<file path="config.mk">
export PLATFORM = sky130hd
export DESIGN_NAME = uart_rx
export DESIGN_NICKNAME = d
export VERILOG_FILES = /design/src/rtl/uart_pkg.sv /design/src/rtl/sync_2ff.sv /design/src/rtl/uart_rx.sv
export SDC_FILE = /design/constraint.sdc
export NUM_CORES = 1
export LEC_CHECK = 0
export CELL_PAD_IN_SITES_DETAIL_PLACEMENT = 1
export CELL_PAD_IN_SITES_GLOBAL_PLACEMENT = 2
export CORE_MARGIN = 1
export CORE_UTILIZATION = 37
export CTS_BUF_LIST = sky130_fd_sc_hd__clkbuf_4 sky130_fd_sc_hd__clkbuf_8
export CTS_CLUSTER_DIAMETER = 60
export DETAILED_ROUTE_END_ITERATION = 7
export GPL_ROUTABILITY_DRIVEN = 1
export GPL_TIMING_DRIVEN = 1
export PLACE_DENSITY = 0.9
export SLEW_MARGIN = 30
export SYNTH_ARGS = -nofsm -noshare
export SYNTH_HDL_FRONTEND = slang
export SYNTH_SLANG_ARGS = --single-unit
export TNS_END_PERCENT = 5
</file>
<file path="constraint.sdc">
create_clock -name clk -period 2.1 [get_ports clk]
set_clock_uncertainty 0.2 [all_clocks]
set_input_delay 0.315 -clock clk [delete_from_list [all_inputs] [get_ports clk]]
set_output_delay 0.315 -clock clk [all_outputs]
set_load 0.05 [all_outputs]
</file>
<file path="src/rtl/uart_pkg.sv">
// Shared UART definitions used by both ends of the link: receiver state
// encoding and frame geometry.
package uart_pkg;

    localparam int UART_DATA_BITS = 8;

    typedef enum logic [2:0] {
        IDLE     = 3'd0,
        RX_START = 3'd1,
        RX_DATA  = 3'd2,
        RX_STOP  = 3'd3,
        RX_DONE  = 3'd4
    } rxState_t;

endpackage

</file>
<file path="src/rtl/sync_2ff.sv">
// Two-flop synchronizer for a single asynchronous input; both flops reset
// to 1 so an idle-high serial line looks idle straight out of reset.
module sync_2ff (
    input  logic clk,
    input  logic rst,
    input  logic d,
    output logic q
);

    logic meta;

    always_ff @(posedge clk or negedge rst) begin
        if (!rst) begin
            meta <= 1'b1;
            q    <= 1'b1;
        end else begin
            meta <= d;
            q    <= meta;
        end
    end

endmodule

</file>
<file path="src/rtl/uart_rx.sv">
// 8N1 UART receiver: mid-bit sampling with a bit period of CLKCOUNTER+1
// clocks, one-cycle done/frameError strobes at the end of every frame.
module uart_rx
    import uart_pkg::*;
#(
    parameter int CLKCOUNTER    = 8,
    parameter int NBITS_COUNTER = 8
) (
    input  logic                      clk,
    input  logic                      rst,
    input  logic                      bitRX,
    output logic [UART_DATA_BITS-1:0] dataRX,
    output logic                      done,
    output logic                      busy,
    output logic                      frameError
);

    localparam int IDX_W = $clog2(UART_DATA_BITS);
    localparam logic [NBITS_COUNTER-1:0] HALF_CNT = NBITS_COUNTER'(CLKCOUNTER >> 1);
    localparam logic [NBITS_COUNTER-1:0] BIT_CNT  = NBITS_COUNTER'(CLKCOUNTER);
    localparam logic [IDX_W-1:0]         LAST_IDX = IDX_W'(UART_DATA_BITS - 1);

    rxState_t                  state, stateNext;
    logic [NBITS_COUNTER-1:0]  counter, counterNext;
    logic [IDX_W-1:0]          idx, idxNext;
    logic [UART_DATA_BITS-1:0] shiftReg, shiftNext;
    logic [UART_DATA_BITS-1:0] dataNext;
    logic                      errNext;
    logic                      rxSync, rxPrev;
    logic                      fallEdge;

    sync_2ff uSync (
        .clk (clk),
        .rst (rst),
        .d   (bitRX),
        .q   (rxSync)
    );

    assign fallEdge = rxPrev & ~rxSync;

    always_ff @(posedge clk or negedge rst) begin
        if (!rst) begin
            state <= IDLE;
        end else begin
            state <= stateNext;
        end
    end

    // RX_DONE accepts a falling edge directly so back-to-back frames lose nothing.
    always_comb begin
        stateNext   = state;
        counterNext = counter;
        idxNext     = idx;
        shiftNext   = shiftReg;
        dataNext    = dataRX;
        errNext     = 1'b0;
        case (state)
            IDLE: begin
                counterNext = '0;
                idxNext     = '0;
                if (fallEdge) begin
                    stateNext = RX_START;
                end
            end
            RX_START: begin
                if (counter == HALF_CNT) begin
                    counterNext = '0;
                    stateNext   = rxSync ? IDLE : RX_DATA;
                end else begin
                    counterNext = counter + 1'b1;
                end
            end
            RX_DATA: begin
                if (counter == BIT_CNT) begin
                    counterNext    = '0;
                    shiftNext[idx] = rxSync;
                    idxNext        = idx + 1'b1;
                    if (idx == LAST_IDX) begin
                        stateNext = RX_STOP;
                    end
                end else begin
                    counterNext = counter + 1'b1;
                end
            end
            RX_STOP: begin
                if (counter == BIT_CNT) begin
                    counterNext = '0;
                    idxNext     = '0;
                    stateNext   = RX_DONE;
                    if (rxSync) begin
                        dataNext = shiftReg;
                    end else begin
                        errNext = 1'b1;
                    end
                end else begin
                    counterNext = counter + 1'b1;
                end
            end
            RX_DONE: begin
                counterNext = '0;
                idxNext     = '0;
                stateNext   = fallEdge ? RX_START : IDLE;
            end
            default: begin
                stateNext   = IDLE;
                counterNext = '0;
                idxNext     = '0;
            end
        endcase
    end

    // Outputs are registered from the next state so they line up with it.
    always_ff @(posedge clk or negedge rst) begin
        if (!rst) begin
            rxPrev     <= 1'b1;
            counter    <= '0;
            idx        <= '0;
            shiftReg   <= '0;
            dataRX     <= '0;
            done       <= 1'b0;
            busy       <= 1'b0;
            frameError <= 1'b0;
        end else begin
            rxPrev     <= rxSync;
            counter    <= counterNext;
            idx        <= idxNext;
            shiftReg   <= shiftNext;
            dataRX     <= dataNext;
            done       <= (stateNext == RX_DONE);
            busy       <= (stateNext == RX_START) || (stateNext == RX_DATA) ||
                          (stateNext == RX_STOP);
            frameError <= errNext;
        end
    end

endmodule

</file>
==> Word level (Yosys, flattened, before mapping) <==
Index checks and enable logic that the tools add are counted.
W data, S select, Z words.
{ "op_classes": {"bitwise": 3, "reduce_logical": 8, "n_mux": 20, "n_lt_le_gt_ge": 2, "addsub": 2, "n_eq_ne": 13} }
{ "ops": {"columns": ["op", "count"], "rows": [
  ["$mux W3", 7],
  ["$mux W8", 2],
  ["$pmux W8 S2", 1],
  ["$pmux W3 S5", 1],
  ["$eq A3 B2 Y1 const B", 4],
  ["$eq A3 B3 Y1 const B", 3],
  ["$pmux W3 S3", 1],
  ["$add A8 B1 Y8 const B", 1],
  ["$bwmux W8", 1],
  ["$eq A8 B3 Y1 const B", 1],
  ["$eq A8 B4 Y1 const B", 1],
  ["$eq A3 B1 Y1 const B", 2],
  ["$reduce_and A3 Y1", 2],
  ["$mux W1", 5],
  ["$lt A3 B4 Y1 const B", 1],
  ["$ne A2 B2 Y1 const B", 2],
  ["$add A3 B1 Y3 const B", 1],
  ["$demux W1 S3", 1],
  ["$ge A3 B1 Y1 const B", 1],
  ["$logic_not A3 Y1", 1],
  ["$logic_or A1 B1 Y1", 2],
  ["$mux W2", 1],
  ["$not A1 Y1", 2],
  ["$reduce_and A2 Y1", 1],
  ["other kinds (3)", 3]
]} }
{ "word_totals": {"ff_bits": 36} }

==> Depth between registers and ports, before layout <==
Gate-level depths: netlist of run 1.
{ "logic_depth": {"word_depth": 7, "ltp_mapped": 7} }

==> By module <==
From an unflattened synthesis of run 1, not the netlist that was laid out.
{ "unflattened": {"cells_unflattened": 137, "hier_area_um2": 1616.6} }
{ "modules_own_cells": {"columns": ["mod", "area_per_inst_um2", "n_inst", "cells_each"], "rows": [
  ["uart_rx", 1564.0, 1, 135],
  ["sync_2ff", 52.6, 1, 2]
]} }

==> Worst setup path before layout of run 1 <==
OpenSTA, ideal clock, no wires.
{ "synth_path": {"path_type": "reg2reg", "start": "reg counter[0]", "end": "reg shiftReg[2]", "path_stages_with_launch": 8, "setup_ps": 127, "t_arrival_ps": 1993, "slack_ps": -221, "period_less_slack_ps": 2321, "path_cell_list": "dfrtp_1 > inv_1 > ha_1 > or4b_1 > buf_2 > nor4_4 > nand4b_1 > mux2_1"} }
{ "synth_via": {"elab_chain_cells": 2} }
{ "synth_rtl": {"columns": ["item", "line", "source"], "rows": [
  ["start: declaration", "uart_rx.sv:24", "logic [NBITS_COUNTER-1:0] counter, counterNext;"],
  ["start signal: assignment", "uart_rx.sv:125", "counter <= counterNext;"],
  ["$eq A8 B4 Y1", "uart_rx.sv:74", "if (counter == BIT_CNT) begin"],
  ["$reduce_and A2 Y1 (no source line)", null, null],
  ["end signal: assignment", "uart_rx.sv:127", "shiftReg <= shiftNext;"],
  ["end: declaration", "uart_rx.sv:26", "logic [UART_DATA_BITS-1:0] shiftReg, shiftNext;"]
]} }
Every way passes these cells.
A chain may end at the register's enable or synchronous reset.

==> Worst setup path after layout of run 1 <==
{ "layout_path": {"start": "reg counter[0]", "end": "reg dataRX[5]"} }
{ "layout_via": {"elab_chain_cells": 2} }
{ "layout_rtl": {"columns": ["item", "line", "source"], "rows": [
  ["$eq A8 B4 Y1", "uart_rx.sv:86", "if (counter == BIT_CNT) begin"],
  ["$reduce_and A3 Y1 (no source line)", null, null],
  ["end signal: assignment", "uart_rx.sv:128", "dataRX <= dataNext;"],
  ["end: declaration", "uart_rx.sv:12", "output logic [UART_DATA_BITS-1:0] dataRX,"]
]} }
Every way passes these cells.

==> Implementation_results.wiki, run 1 <==
{| class="wikitable"
! Metric !! Value
|-
| Syn avg cell area || 12.5 sq um
|-
| Placement row count || 23
|-
| Number of vias after detailed routing || 1101
|-
| Power after layout || approximately 0.0019 W
|-
| Root Driver || sky130_fd_sc_hd__clkbuf_8
|-
| Slew @ Worst Pin || 0.520 ns
|-
| Number of hold buffers added after cts || 0
|-
| Maximum number of pins on one net before global-route repair || 37
|-
| Die boundary width || 68.2 microns
|-
| Count of fill cells added during filler insertion || 443
|-
| Overflow left after global routing || 0
|-
| Clock-pin transition on the worst setup and hold timing paths || roughly 0.07 ns
|-
| Crit path DAT || 2.20 ns
|-
| Global-route total usage across every layer || between 15 and 20%
|-
| Final worst path period share || 106%
|-
| Vias/cell || about 5.3
|-
| Layout cells sized above 1 || about 29%
|-
| Kind of end point of the critical path || flip-flop
|-
| DR WL/cell || 16.2 microns
|-
| # Max-Cap Violations || 0
|-
| Portion of synthesized cell area occupied by the leading cell type || between 50% and 60%
|-
| Worst endpoint required time || 2.08 ns
|-
| Vias in the first global route || 1210
|-
| Most frequent cell after synthesis || sky130_fd_sc_hd__dfrtp_1
|-
| TritonCTS clock tree || built
|-
| Delay contributed by the slowest stage of the critical path || approximately 0.53 ns
|-
| EDFF count, synth || 0
|-
| Count of buffers inserted at the top-level ports || 13
|-
| Most frequent cells after synthesis || 33 x sky130_fd_sc_hd__dfrtp_1, 14 x sky130_fd_sc_hd__mux2_2, 10 x sky130_fd_sc_hd__nor2_1
|-
| Synth warnings || 0
|-
| Synthesized area || 1620 sq um
|-
| Maximum buffer depth of the clock tree || 2
|-
| Pre-CTS setup slack || -0.332 ns
|-
| Starting DRT DRC Count || 48
|-
| Number of antenna repair diodes || 0
|-
| Number of nets produced by synthesis || 137
|-
| Number of iterations in the first detailed-routing pass || 4
|-
| Power per unit of standard cell area || roughly 970 nW/um^2
|-
| Depth of the CTS H-tree || 2
|-
| Violations in the final reports || setup timing
|-
| Number of instances in the synthesized netlist || 130
|-
| Clock Latency Late Sink || 0.30 ns
|-
| Placeable Area || 4120 sq um
|-
| First-pass GRT wire length || 5550 microns
|-
| Async set-reset flop share out of synthesis || 100%
|-
| Die ar. || ~4600 sq um
|-
| Final Routed Wirelength || about 3300 microns
|-
| TritonCTS Buffers || 5
|-
| Setup repair after global routing missed its margin || yes
|-
| Final weighted congestion in routability-driven placement || 0.760
|-
| Layout area overhead || 23.9%
|-
| Number of antenna violations at the first check in global routing || 0
|-
| Dominant cell type by area after synthesis || sky130_fd_sc_hd__dfrtp_1
|-
| Layout net count || ~160
|-
| Class of the worst hold path || reg2reg
|-
| Worst supply voltage drop on vdd || 0.366 mV
|-
| Initial core utilization || 39.4%
|-
| Cells along the critical path || inv_1 > ha_1 > or4b_4 > nor3_4 > nand4_4 > mux2_2
|-
| Dpl hpwl || ~2200 microns
|-
| CP max-delay cell || sky130_fd_sc_hd__or4b_4
|-
| Die Y || 68.2 microns
|-
| Number of setup violations in the final report || 22
|-
| Setup crit start kind || flip-flop
|-
| # IOs || 14
|-
| Max Fclk || 450 MHz
|-
| Slew Viols, Final || 0
|-
| Crit Path Class || reg2reg
|-
| FF+latch count, synth || 36
|-
| Remaining design rule violation count || 0
|-
| Worst slew slack as a fraction of its limit || 65.3%
|-
| Library cells used by synthesis || 38
|-
| Clk sinks || 36
|-
| Leak || 0.930 nW
|-
| Critical-path maximum fanout || 8
|-
| Synth area leaders || sky130_fd_sc_hd__dfrtp_1 51%, sky130_fd_sc_hd__mux2_2 9.7%, sky130_fd_sc_hd__dfstp_2 4.9%
|-
| Worst-case setup margin in the final layout || -0.122 ns
|-
| Register area share after synthesis || 55.8%
|-
| Tmin final || 2.22 ns
|-
| Result of the run || finished with violations
|-
| Most used DFF post-synth || sky130_fd_sc_hd__dfrtp_1
|-
| Remaining antenna violation count after routing || 0
|-
| Final hold vios || 0
|}
[power breakdown]
group	total [W]	internal, W	switching, W	leakage, nW
clock network	0.000486	0.000231	0.000255	0.0479
registers	0.000850	0.000771	0.0000798	0.480
logic	0.000603	0.000244	0.000359	0.402
[critical path: cells and delay by family (launching register included)]
family,cells,cell delay [ns]
adder cells (fa/ha/maj),1,0.16
buffers and inverters,1,0.06
flip-flops,1,0.38
multiplexers,1,0.34
AND/OR/NAND/NOR,3,0.97
[placed cells by master (no fill, tap or decap), types with 4 or more instances in the layout]
cell type,count
sky130_fd_sc_hd__dfrtp_1,33
sky130_fd_sc_hd__clkdlybuf4s50_1,13
sky130_fd_sc_hd__ha_1,4
sky130_fd_sc_hd__xor2_1,4
sky130_fd_sc_hd__mux2_2,14
sky130_fd_sc_hd__nand3b_1,4
sky130_fd_sc_hd__nand2b_1,4
sky130_fd_sc_hd__buf_4,11
sky130_fd_sc_hd__nand3_1,6
sky130_fd_sc_hd__nor2_1,10
sky130_fd_sc_hd__clkbuf_8,5
[registers in the layout (all words and copies together) (netlist names)]
name        count
busy            1
counter         8
dataRX          8
done            1
frameError      1
idx             3
rxPrev          1
shiftReg        8
state           3
uSync.meta      1
uSync.q         1
[kinds of logic after synthesis]
group	Yosys count	share of synthesized area, %
compound gates	7	3.32
xor+xnor	6	3.24
fa+ha+maj	4	3.09
buf+inv	9	2.16
flops	36	55.8
mux	17	11.8
simple gates	51	20.5
[layout make-up]
type                            count  area (sq um)  area share [%]
Multi-Input combinational cell     85           717            35.7
Tap cell                           50          62.6            3.12
Sequential cell                    36           905            45.1
Clock inverter                      3          18.8           0.935
Timing Repair Buffer               25           224            11.2
Clock buffer                        5          68.8            3.43
Inverter                            3          11.3           0.561
[routing by layer]
layer | vias up | track usage, % | routed length [microns]
met5 | - | 0 | 0
met4 | 0 | 12.2 | 98
met3 | 9 | 3.67 | 98
met2 | 18 | 27.9 | 1730
met1 | 562 | 19.5 | 1420
li1 | 512 | - | -
[stage by stage]
stage / std cells / setup TNS (ns) / cell area [sq um] / hold slack, ns / util, %
3_3_place_gp: 199 / -2.99 / 1880 / 0.147 / 45.7
6_report: 207 / -1.68 / 2010 / 0.158 / 48.8
2_1_floorplan: 130 / -2.08 / 1620 / -0.181 / -
5_1_grt: 207 / -3.89 / 2010 / 0.163 / 48.8
4_1_cts: 207 / -1.91 / 2000 / 0.161 / 48.7
3_5_place_dp: 199 / -4.59 / 1880 / 0.150 / 45.7
[worst paths after layout]
kind	from	end	slack, ns	cells after the start
min in group asynchronous	rst	dataRX[3]$_DFFE_PN0P_	0.23	2
worst min-delay path	uSync.meta$_DFF_PN1_	uSync.q$_DFF_PN1_	0.16	0
max in group asynchronous	rst	rxPrev$_DFF_PN1_	1.12	2
worst max-delay path	counter[0]$_DFF_PN0_	dataRX[5]$_DFFE_PN0P_	-0.12	6
worst min register to register	uSync.meta$_DFF_PN1_	uSync.q$_DFF_PN1_	0.16	0
worst max register to register	counter[0]$_DFF_PN0_	dataRX[5]$_DFFE_PN0P_	-0.12	6
[what timing repair did]
item	4_1_cts	5_1_grt
buffers inserted	0	0
endpoints found under the setup margin	27	27
endpoints found under the hold margin	0	0
resized for setup	6	1
pin swaps	1	1
cloned	0	0
(Power assumes the default switching activity.)
==> run 2: changes to the inputs <==
--- a/config.mk
+++ b/config.mk
@@ -5,16 +5,14 @@
 export SDC_FILE = /design/constraint.sdc
 export NUM_CORES = 1
 export LEC_CHECK = 0
-export CELL_PAD_IN_SITES_DETAIL_PLACEMENT = 1
-export CELL_PAD_IN_SITES_GLOBAL_PLACEMENT = 2
 export CORE_MARGIN = 1
-export CORE_UTILIZATION = 37
+export CORE_UTILIZATION = 53
 export CTS_BUF_LIST = sky130_fd_sc_hd__clkbuf_4 sky130_fd_sc_hd__clkbuf_8
 export CTS_CLUSTER_DIAMETER = 60
 export DETAILED_ROUTE_END_ITERATION = 7
-export GPL_ROUTABILITY_DRIVEN = 1
+export GPL_ROUTABILITY_DRIVEN = 0
 export GPL_TIMING_DRIVEN = 1
-export PLACE_DENSITY = 0.9
+export PLACE_DENSITY = 0.89
 export SLEW_MARGIN = 30
 export SYNTH_ARGS = -nofsm -noshare
 export SYNTH_HDL_FRONTEND = slang
==> Implementation_results.wiki, run 2 (synthesized netlist as in run 1, its figures left out) <==
{| class="wikitable"
! Metric !! Value
|-
| Result of the run || finished with violations
|-
| Violations in the final reports || DRC, setup timing
|-
| Commonest cells after routing, fill and taps aside || 33 x sky130_fd_sc_hd__dfrtp_1, 14 x sky130_fd_sc_hd__mux2_2, 13 x sky130_fd_sc_hd__clkdlybuf4s50_1
|-
| First-pass GRT wire length || 5580 microns
|-
| Total negative slack || -1.59 ns
|-
| Class of the worst hold path || reg2reg
|-
| Die Y || 57.3 microns
|-
| Die ar. || 3280 sq um
|-
| TritonCTS Buffers || 5
|-
| Remaining design rule violation count || 2
|-
| Finished Cell Area || approximately 2000 sq um
|-
| Dpl hpwl || roughly 2100 microns
|-
| TritonCTS clock tree || built
|-
| Placeable Area || 2830 sq um
|-
| # IOs || 14
|-
| Crit path DAT || 2.25 ns
|-
| Root Driver || sky130_fd_sc_hd__clkbuf_4
|-
| Final Routed Wirelength || roughly 3200 microns
|-
| Tmin final || 2.21 ns
|-
| Maximum buffer depth of the clock tree || 2
|-
| Vias in the first global route || between 1000 and 1500
|-
| Final hold vios || 0
|-
| Number of antenna violations at the first check in global routing || 0
|-
| Clock Latency Late Sink || 0.34 ns
|-
| Worst endpoint required time || 2.13 ns
|-
| Number of vias after detailed routing || 1095
|-
| Layout net count || about 160
|-
| Hold slack final || 0.163 ns
|-
| Worst slew slack as a fraction of its limit || between 60% and 70%
|-
| Starting DRT DRC Count || 24
|-
| Power per unit of standard cell area || 1010 nW/um^2
|-
| Clk sinks || 36
|-
| Setup repair after global routing missed its margin || yes
|-
| Worst supply voltage drop on vdd || 0.596 mV
|-
| Depth of the CTS H-tree || 2
|-
| Count of fill cells added during filler insertion || 187
|-
| Layout cells sized above 1 || 28.8%
|-
| Worst-case setup margin in the final layout || -0.114 ns
|-
| Max Fclk || 452 MHz
|-
| Leak || 0.931 nW
|-
| Critical-path maximum fanout || 9
|-
| Die boundary width || 57.3 microns
|-
| Number of iterations in the first detailed-routing pass || 6
|-
| Maximum number of pins on one net before global-route repair || 37
|-
| Slew Viols, Final || 0
|-
| Global-route total usage across every layer || 23.5%
|-
| Initial core utilization || 57.3%
|-
| Layout area overhead || 22.5%
|-
| Kind of end point of the critical path || flip-flop
|-
| Slew @ Worst Pin || between 0.5 and 0.6 ns
|-
| Overflow left after global routing || 0
|-
| Final worst path period share || 105%
|-
| Biggest regs || counter x8, dataRX x8, shiftReg x8
|-
| Number of hold buffers added after cts || 0
|-
| Placement row count || 19
|-
| # Max-Cap Violations || 0
|-
| Number of antenna repair diodes || 0
|-
| Pre-CTS setup slack || -0.339 ns
|-
| Vias/cell || about 5.9
|-
| Setup crit start kind || flip-flop
|-
| DR WL/cell || 17.3 microns
|-
| Remaining antenna violation count after routing || 0
|-
| Commonest non-fill, non-tap cell in the layout || sky130_fd_sc_hd__dfrtp_1
|-
| Count of buffers inserted at the top-level ports || 13
|-
| Number of setup violations in the final report || 19
|-
| Crit Path Class || reg2reg
|-
| Clock-pin transition on the worst setup and hold timing paths || 0.11 ns
|-
| Post-placement cell area || 1850 sq um
|}
-- run 2: changes by cell type in the layout (fill, tap and decap cells not counted), sizes merged --
cell    change
clkinv      -3
clkbuf      +2
buf         -1
bufinv      +1
-- run 2: power by group --
group | total (W) | leakage [nW] | internal [W] | switching, W
Sequential | 0.000845 | 0.480 | 0.000770 | 0.0000745
Clock | 0.000543 | 0.0515 | 0.000316 | 0.000227
Combinational | 0.000620 | 0.400 | 0.000241 | 0.000378
Total | 0.00201 | 0.931 | 0.00133 | 0.000680
-- run 2: metal layers --
layer  track usage (%)  vias to the layer above  share of wire (%)
li1                  -                      511                  -
met1              26.8                      547                 43
met2              41.0                       29                 51
met3              7.03                        8                3.5
met4              9.76                        0                1.9
met5                 0                        -                  0
-- run 2: worst paths after layout --
check	slack, ns	to	startpoint	cells after the start
min in group asynchronous	0.17	done$_DFF_PN0_	rst	2
setup reg to reg	-0.11	shiftReg[7]$_DFFE_PN0P_	counter[1]$_DFF_PN0_	7
hold reg to reg	0.16	uSync.q$_DFF_PN1_	uSync.meta$_DFF_PN1_	0
hold / removal	0.16	uSync.q$_DFF_PN1_	uSync.meta$_DFF_PN1_	0
max in group asynchronous	1.18	uSync.q$_DFF_PN1_	rst	2
setup / recovery	-0.11	shiftReg[7]$_DFFE_PN0P_	counter[1]$_DFF_PN0_	7
-- run 2: layout make-up --
class / count / area (sq um) / share of cell area [%]
sequential: 36 / 905 / 45.6
multi-input combinational: 85 / 719 / 36.2
clock buffer: 7 / 65.1 / 3.28
timing repair buffer: 24 / 216 / 10.9
tap: 31 / 38.8 / 1.95
inverter: 3 / 11.3 / 0.567
clock inverter: 1 / 30.0 / 1.51
-- run 2: critical path, cell delays in order (launching register included) --
cell	delay, ns
sky130_fd_sc_hd__dfrtp_1	0.40
sky130_fd_sc_hd__inv_1	0.06
sky130_fd_sc_hd__ha_1	0.15
sky130_fd_sc_hd__or4b_4	0.52
sky130_fd_sc_hd__nor4_4	0.18
sky130_fd_sc_hd__buf_6	0.16
sky130_fd_sc_hd__nand3_1	0.11
sky130_fd_sc_hd__mux2_4	0.33
-- run 2: what timing repair did --
action                                  in CTS  in global routing
endpoints found under the setup margin      24                 32
resized for setup                            6                  2
setup buffers                                0                  0
pin swaps                                    1                  0
-- run 2: metrics by stage --
stage	util, %	power, W	instances
after floorplan	-	0.00121	130
after global placement	65.3	0.00136	179
after detailed placement	65.3	0.00141	179
after CTS	70.0	0.00200	187
after global routing	70.2	0.00211	187
final	70.2	0.00201	187
